==> src/rtl/mmio_pkg.sv <==
// mmio_pkg: register offsets, TMR_CTRL bit positions and default window base
// shared by the MMIO port responder and its timer.
package mmio_pkg;

    localparam logic [31:0] BASE_ADDR_DEFAULT = 32'h1001_0040;

    localparam logic [2:0] OFF_PORT_OUT  = 3'd0;
    localparam logic [2:0] OFF_PORT_IN   = 3'd1;
    localparam logic [2:0] OFF_EDGE      = 3'd2;
    localparam logic [2:0] OFF_TMR_COUNT = 3'd3;
    localparam logic [2:0] OFF_TMR_CMP   = 3'd4;
    localparam logic [2:0] OFF_TMR_CTRL  = 3'd5;

    localparam int CTRL_EN    = 0;
    localparam int CTRL_AR    = 1;
    localparam int CTRL_IE    = 2;
    localparam int CTRL_MATCH = 3;

endpackage

==> src/rtl/mmio_timer.sv <==
// mmio_timer: free-running compare timer with auto-reload and a sticky MATCH flag;
// only instantiated when MMIO_TIMER_EN is defined.
module mmio_timer
    import mmio_pkg::*;
(
    input  logic        clk,
    input  logic        reset,
    input  logic        wr_count_i,
    input  logic        wr_cmp_i,
    input  logic        wr_ctrl_i,
    input  logic [31:0] wdata_i,
    output logic [31:0] count_o,
    output logic [31:0] cmp_o,
    output logic [3:0]  ctrl_o,
    output logic        irq_o
);

    logic [31:0] count_q, count_d, cmp_q, cmp_d;
    logic        en_q, en_d, ar_q, ar_d, ie_q, ie_d, match_q, match_d;
    logic        hit;

    assign hit = en_q && (count_q == cmp_q);

    // A software count write beats both increment and reload; a match beats a W1C.
    always_comb begin
        count_d = wr_count_i ? wdata_i : !en_q ? count_q : (hit && ar_q) ? 32'h0 : count_q + 32'd1;
        cmp_d   = wr_cmp_i ? wdata_i : cmp_q;
        en_d    = wr_ctrl_i ? wdata_i[CTRL_EN] : en_q;
        ar_d    = wr_ctrl_i ? wdata_i[CTRL_AR] : ar_q;
        ie_d    = wr_ctrl_i ? wdata_i[CTRL_IE] : ie_q;
        match_d = hit | (match_q & ~(wr_ctrl_i & wdata_i[CTRL_MATCH]));
    end

    always_ff @(posedge clk or negedge reset) begin
        if (!reset) begin
            count_q <= '0;
            cmp_q   <= '0;
            en_q    <= 1'b0;
            ar_q    <= 1'b0;
            ie_q    <= 1'b0;
            match_q <= 1'b0;
        end else begin
            count_q <= count_d;
            cmp_q   <= cmp_d;
            en_q    <= en_d;
            ar_q    <= ar_d;
            ie_q    <= ie_d;
            match_q <= match_d;
        end
    end

    always_comb begin
        ctrl_o              = 4'h0;
        ctrl_o[CTRL_EN]     = en_q;
        ctrl_o[CTRL_AR]     = ar_q;
        ctrl_o[CTRL_IE]     = ie_q;
        ctrl_o[CTRL_MATCH]  = match_q;
    end

    assign count_o = count_q;
    assign cmp_o   = cmp_q;
    assign irq_o   = match_q & ie_q;

endmodule

==> src/rtl/mmio_port_responder.sv <==
// mmio_port_responder: 32-byte MMIO window with output port, synchronized input
// port with rising-edge flags, and an optional timer enabled by MMIO_TIMER_EN.
module mmio_port_responder
    import mmio_pkg::*;
#(
    parameter logic [31:0] BASE_ADDR = BASE_ADDR_DEFAULT
) (
    input  logic        clk,
    input  logic        reset,
    input  logic [31:0] Address,
    input  logic [31:0] WriteData,
    input  logic        MemWrite,
    input  logic        MemRead,
    output logic [31:0] ReadData,
    output logic        Hit,
    input  logic [7:0]  PortIn,
    output logic [31:0] PortOut,
    output logic        Irq
);

    logic [31:0] port_out_q, port_out_d;
    logic [7:0]  sync1_q, sync2_q, prev_q, flags_q, flags_d;
    logic [2:0]  off;
    logic        wr;
    logic        unused_addr;

    assign Hit         = Address[31:5] == BASE_ADDR[31:5];
    assign off         = Address[4:2];
    assign wr          = Hit && MemWrite;
    assign unused_addr = ^Address[1:0];

    // A rising edge seen this cycle wins over a same-cycle W1C of the flag.
    always_comb begin
        port_out_d = (wr && off == OFF_PORT_OUT) ? WriteData : port_out_q;
        flags_d    = (sync2_q & ~prev_q) | (flags_q & ~((wr && off == OFF_EDGE) ? WriteData[7:0] : 8'h0));
    end

    always_ff @(posedge clk or negedge reset) begin
        if (!reset) begin
            port_out_q <= '0;
            sync1_q    <= '0;
            sync2_q    <= '0;
            prev_q     <= '0;
            flags_q    <= '0;
        end else begin
            port_out_q <= port_out_d;
            sync1_q    <= PortIn;
            sync2_q    <= sync1_q;
            prev_q     <= sync2_q;
            flags_q    <= flags_d;
        end
    end

`ifdef MMIO_TIMER_EN
    logic [31:0] tmr_count, tmr_cmp;
    logic [3:0]  tmr_ctrl;
    logic        tmr_irq;

    mmio_timer u_timer (
        .clk        (clk),
        .reset      (reset),
        .wr_count_i (wr && off == OFF_TMR_COUNT),
        .wr_cmp_i   (wr && off == OFF_TMR_CMP),
        .wr_ctrl_i  (wr && off == OFF_TMR_CTRL),
        .wdata_i    (WriteData),
        .count_o    (tmr_count),
        .cmp_o      (tmr_cmp),
        .ctrl_o     (tmr_ctrl),
        .irq_o      (tmr_irq)
    );

    assign Irq = tmr_irq | (|flags_q);
`else
    assign Irq = |flags_q;
`endif

    always_comb begin
        ReadData = 32'h0;
        if (Hit && MemRead) begin
            case (off)
                OFF_PORT_OUT:  ReadData = port_out_q;
                OFF_PORT_IN:   ReadData = {24'h0, sync2_q};
                OFF_EDGE:      ReadData = {24'h0, flags_q};
`ifdef MMIO_TIMER_EN
                OFF_TMR_COUNT: ReadData = tmr_count;
                OFF_TMR_CMP:   ReadData = tmr_cmp;
                OFF_TMR_CTRL:  ReadData = {28'h0, tmr_ctrl};
`endif
                default:       ReadData = 32'h0;
            endcase
        end
    end

    assign PortOut = port_out_q;

endmodule

==> config.mk <==
export PLATFORM = sky130hd
export DESIGN_NAME = mmio_port_responder
export DESIGN_NICKNAME = d
export VERILOG_FILES = /design/src/rtl/mmio_pkg.sv /design/src/rtl/mmio_timer.sv /design/src/rtl/mmio_port_responder.sv
export SDC_FILE = /design/constraint.sdc
export NUM_CORES = 1
export LEC_CHECK = 0
export ABC_CLOCK_PERIOD_IN_PS = 2500
export CELL_PAD_IN_SITES_DETAIL_PLACEMENT = 2
export CELL_PAD_IN_SITES_GLOBAL_PLACEMENT = 2
export CORE_UTILIZATION = 38
export CTS_CLUSTER_DIAMETER = 100
export CTS_CLUSTER_SIZE = 28
export DETAILED_ROUTE_END_ITERATION = 8
export DONT_BUFFER_PORTS = 1
export GPL_TIMING_DRIVEN = 1
export PLACE_DENSITY_LB_ADDON = 0.15
export SLEW_MARGIN = 20
export SYNTH_ARGS = -nofsm -noshare
export SYNTH_HDL_FRONTEND = slang
export SYNTH_SLANG_ARGS = --single-unit
export TNS_END_PERCENT = 1
==> constraint.sdc <==
create_clock -name clk -period 2.5 [get_ports clk]
set_clock_uncertainty 0.15 [all_clocks]
set_input_delay 0.5 -clock clk [delete_from_list [all_inputs] [get_ports clk]]
set_output_delay 0.5 -clock clk [all_outputs]
set_load 0.01 [all_outputs]
# [Word level (Yosys, flattened, before mapping)]
# Index checks and enable logic that the tools add are counted.
# W data, S select, Z words.
[totals] register_bits=64 latchBits=0 ram_bits=0 rom_bits=0 inputBits=76 output_inout_bits=66 elab_cells=22 n_memories=0
[classes] addsub=0 n_mul=0 div_mod_pow=0 n_lt_le_gt_ge=0 eq_ne=3 shifts=0 muxes=3 bitwise=5 n_reduce_logical=6
[ops] operator="$pmux W32 S3" n=1
[ops] operator="$mux W32" n=1
[ops] operator="$eq A27 B24 Y1 const B" n=1
[ops] operator="$and A8 B8 Y8" n=2
[ops] operator="$not A8 Y8" n=2
[ops] operator="$mux W8" n=1
[ops] operator="$or A8 B8 Y8" n=1
[ops] operator="$reduce_or A8 Y1" n=1
[ops] operator="$logic_and A1 B1 Y1" n=4
[ops] operator="$eq A3 B1 Y1 const B" n=1
[ops] operator="$eq A3 B2 Y1 const B" n=1
[ops] operator="$logic_not A3 Y1" n=1

# [Longest topological paths before layout]
# Gate-level depths: netlist (run 1).
[logic_depth] word_depth=7 depth_mapped=6 ltp_nobuf=4

# [Least setup slack after synthesis (run 1)]
# Ideal clock, no wire load.
[synth_timing] path_type="in2out" start="input Address[25]" end="output ReadData[11]" arrival_ns=1.804 required_ns=1.850 slack_ns=0.046 path_stages=5 path_buffers=1 cell_sequence="or3b_1 > nand3b_4 > nor3_1 > clkbuf_1 > and2_1"
[synth_between] elab_chain_len=3
[synth_lines] element="start: declaration" line="mmio_port_responder.sv:10" source="input logic [31:0] Address,"
[synth_lines] element="$eq A27 B24 Y1" line="mmio_port_responder.sv:27" source="assign Hit = Address[31:5] == BASE_ADDR[31:5];"
[synth_lines] element="$logic_and A1 B1 Y1" line="mmio_port_responder.sv:79" source="if (Hit && MemRead) begin"
[synth_lines] element="$mux W32" line="mmio_port_responder.sv:79"
[synth_lines] element="end: declaration" line="mmio_port_responder.sv:14" source="output logic [31:0] ReadData,"
# No other way between the ends.

# [Worst setup path after layout (run 1)]
[layout_timing] start="input Address[25]" end="output ReadData[22]"
# Same word-level chain as after synthesis.

==> flow_summary.yaml, run 1 <==
status:
  status: "completed"
sta:
  maxSlewHeadroom_pct: 70.5
  period_share_pct: 96.5
  clock.fmax_ghz: 0.415
  final-setup-viol-count: 0
  rsz0062_at_grt: "no"
  drv_slew: 0
  worstMarginPinSlew_ns: 0.439
  setup-tns-final_ns: 0
  hold_viol_final: 0
  post-route-min-period_ns: 2.41
clocking:
  clock_sink_count: 64
  ctsResizeCount: 0
  clockRootBuffer: "clkbuf_8"
  cts_buffers: 9
  ctsLongestPathBuffers: 2
  clk_latency_ns: 0.33
  cts_tree: "done"
  cts_max_level: 3
  path_clk_slew_ns: 0.07
placement:
  gp_congestion: 0.754
  dp_hpwl_um: 4970
  dp.cells: 305
  port_buffers: 0
floorplanning:
  initial_core_util_pct: 39.1
  die_area_um2: 7820
  die_w_um: 88.4
  rows: 31
  core_um2: 7250
  pin_count: 142
  die_h_um: 88.4
detailed_routing:
  drtAntennaViolNets: 0
  dr_total_vias: 1742
  drtIter0Drc: 50
  dr.pass1.iters: 4
  route.detailed.drc: 0
  wire_per_inst_um: 21.3
  wl_um: 6960
  viasPerCell: 5.34
critical_path:
  cp-start-kind: "primary input"
  crit_chain: "or3b_1 > nand3b_4 > nor3_2 > buf_4 > and2_1"
  critical_path_class: "in -> out"
  crit_path_max_incr_delay_ns: 0.40
  worstPathArrival_ns: 1.76
  cp_data_required_time_ns: 1.85
  critPathMaxFanout: 24
  worstSetupEndpointType: "output port"
  slowest_stage: "or3b_1"
layout:
  nets: 297
  areaGrowthSynthToFinish_pct: 14.1
  layout-drive-gt1-share_pct: 25.7
  utilization_pct: 44.6
  num-fill-cells: 730
  finalNonFillerCells: 326
yosys:
  synth_cell_type_count: 26
  synth_area_um2: 2840
  ys_ff_latch: 64
  ys_seq_area_share_pct: 56.4
  avgSynthCellArea_um2: 13.5
  ys_async_sr_fraction_pct: 100
  syn_inst: 211
  synth.area.top_cells: "dfrtp_1 (56%), mux2_4 (16%), and2_1 (7.1%)"
  synth_top_area_share_pct: 56.4
  ys.flop_type: "dfrtp_1"
  synth.most_common_cell: "dfrtp_1"
  yosys.area.top_type: "dfrtp_1"
  synth.top_cells.by_count: "dfrtp_1 (64), and2_1 (32), mux2_4 (30), inv_1 (10), nand2_1 (10)"
  synth-edff-count: 0
  syn_nets: 287
  yosys_warnings: 0
pwr:
  p_per_area_nw_per_um2: 664
  vdd.ir_drop.worst_uv: 246
  leakage_nw: 1.57
global_route:
  grt_pass1_vias: 1969
  overflow: 0
  grtUsageTotal_pct: 18.4
  grt_max_degree: 65
  grt_antenna_before_repair: 1
  grt_pass1_wl_um: 10300
run:
  cap_viol_max_count: 0
min_path:
  holdCritPathClass: "in -> reg"
==> kinds of logic (layout without fill, tap and decap cells) <==
group                  Yosys count  after routing  share of synthesized area (%)
AO/OA/AOI/OAI                   16             16                           4.23
buffers and inverters           20             35                           3.70
flip-flops                      64             64                           56.4
multiplexers                    40             40                           19.5
other                            0              1                              0
AND/OR/NAND/NOR                 71             71                           16.2
==> critical path: cells and delay by family <==
family / cells / cell delay (ns)
buffers and inverters: 1 / 0.25
and+or+nand+nor: 4 / 1.00
==> layer usage <==
metal,track usage (%),vias up,routed length [um]
met3,5.88,12,502
met2,32.7,83,3740
met1,19.5,897,2570
li1,-,750,-
met5,0,-,0
met4,9.82,0,140
==> power by group <==
group | internal [mW] | leakage [nW] | switching (mW)
registers | 1.05 | 0.797 | 0.00950
clock network | 0.645 | 0.117 | 0.383
logic | 0.0239 | 0.652 | 0.0357
==> layout make-up <==
| class | instances | area (um2) | area share [%] |
|---|---|---|---|
| flip-flops and latches | 64 | 1600 | 49.5 |
| multi-input cells | 127 | 1140 | 35.1 |
| clock buffers | 14 | 173 | 5.33 |
| well taps | 99 | 124 | 3.83 |
| repair buffers | 9 | 103 | 3.17 |
| clock inverters | 2 | 60.1 | 1.85 |
| inverters | 10 | 37.5 | 1.16 |
| diodes | 1 | 2.50 | 0.0773 |
==> final timing paths <==
path	cells past startpoint	from	endpoint	slack (ns)
max	5	Address[25]	ReadData[22]	0.09
min	0	PortIn[4]	sync1_q[4]$_DFF_PN0_	0.04
min in group asynchronous	2	reset	PortOut[7]$_DFFE_PN0P_	0.55
min reg2reg	0	sync1_q[4]$_DFF_PN0_	sync2_q[4]$_DFF_PN0_	0.20
max in group asynchronous	2	reset	PortOut[17]$_DFFE_PN0P_	1.37
max reg2reg	2	flags_q[2]$_DFF_PN0_	flags_q[2]$_DFF_PN0_	1.39
==> stage by stage <==
stage | hold WS, ns | instance area [um2] | total power [mW] | setup WS [ns]
2_1_floorplan | 0.0544 | 2840 | 1.11 | 0.0455
3_3_place_gp | 0.0560 | 2950 | 1.11 | 0.0685
3_5_place_dp | 0.0564 | 2950 | 1.12 | -0.00153
4_1_cts | 0.0189 | 3220 | 2.19 | 0.0428
5_1_grt | 0.0214 | 3240 | 2.23 | 0.00809
6_report | 0.0403 | 3240 | 2.15 | 0.0877
==> cell usage in the layout (no fill, tap or decap), types with 5 or more instances in the layout <==
| cell type | netlist | final |
|---|---|---|
| buf_4 | 0 | 6 |
| mux2i_1 | 8 | 8 |
| nor2b_1 | 9 | 9 |
| dfrtp_1 | 64 | 64 |
| clkbuf_8 | 0 | 12 |
| a221o_1 | 8 | 8 |
| nand2_1 | 10 | 10 |
| nor4_1 | 5 | 5 |
| o21ai_0 | 8 | 8 |
| inv_1 | 10 | 10 |
| and2_1 | 32 | 32 |
| mux2_4 | 30 | 30 |
==> state kept, by name, summed over array words and instances (netlist names) <==
register  count
flags_q       8
sync1_q       8
PortOut      32
prev_q        8
sync2_q       8
==> repair_timing <==
item | 4_1_cts | 5_1_grt
hold buffers | 2 | 0
hold endpoints to repair | 64 | 0
endpoints found under the setup margin | 0 | 17
setup buffers | 0 | 2
Note: power is estimated with default switching activity, not from simulation.
==> run 2, diff against run 1 <==
--- a/config.mk
+++ b/config.mk
@@ -6,6 +6,7 @@
 export NUM_CORES = 1
 export LEC_CHECK = 0
 export ABC_CLOCK_PERIOD_IN_PS = 2500
+export CAP_MARGIN = 10
 export CELL_PAD_IN_SITES_DETAIL_PLACEMENT = 2
 export CELL_PAD_IN_SITES_GLOBAL_PLACEMENT = 2
 export CORE_UTILIZATION = 38
@@ -13,6 +14,7 @@
 export CTS_CLUSTER_SIZE = 28
 export DETAILED_ROUTE_END_ITERATION = 8
 export DONT_BUFFER_PORTS = 1
+export GPL_ROUTABILITY_DRIVEN = 0
 export GPL_TIMING_DRIVEN = 1
 export PLACE_DENSITY_LB_ADDON = 0.15
 export SLEW_MARGIN = 20
==> results of run 2 <==
Same layout as run 1: the final DEF is identical, and so are final timing and power.
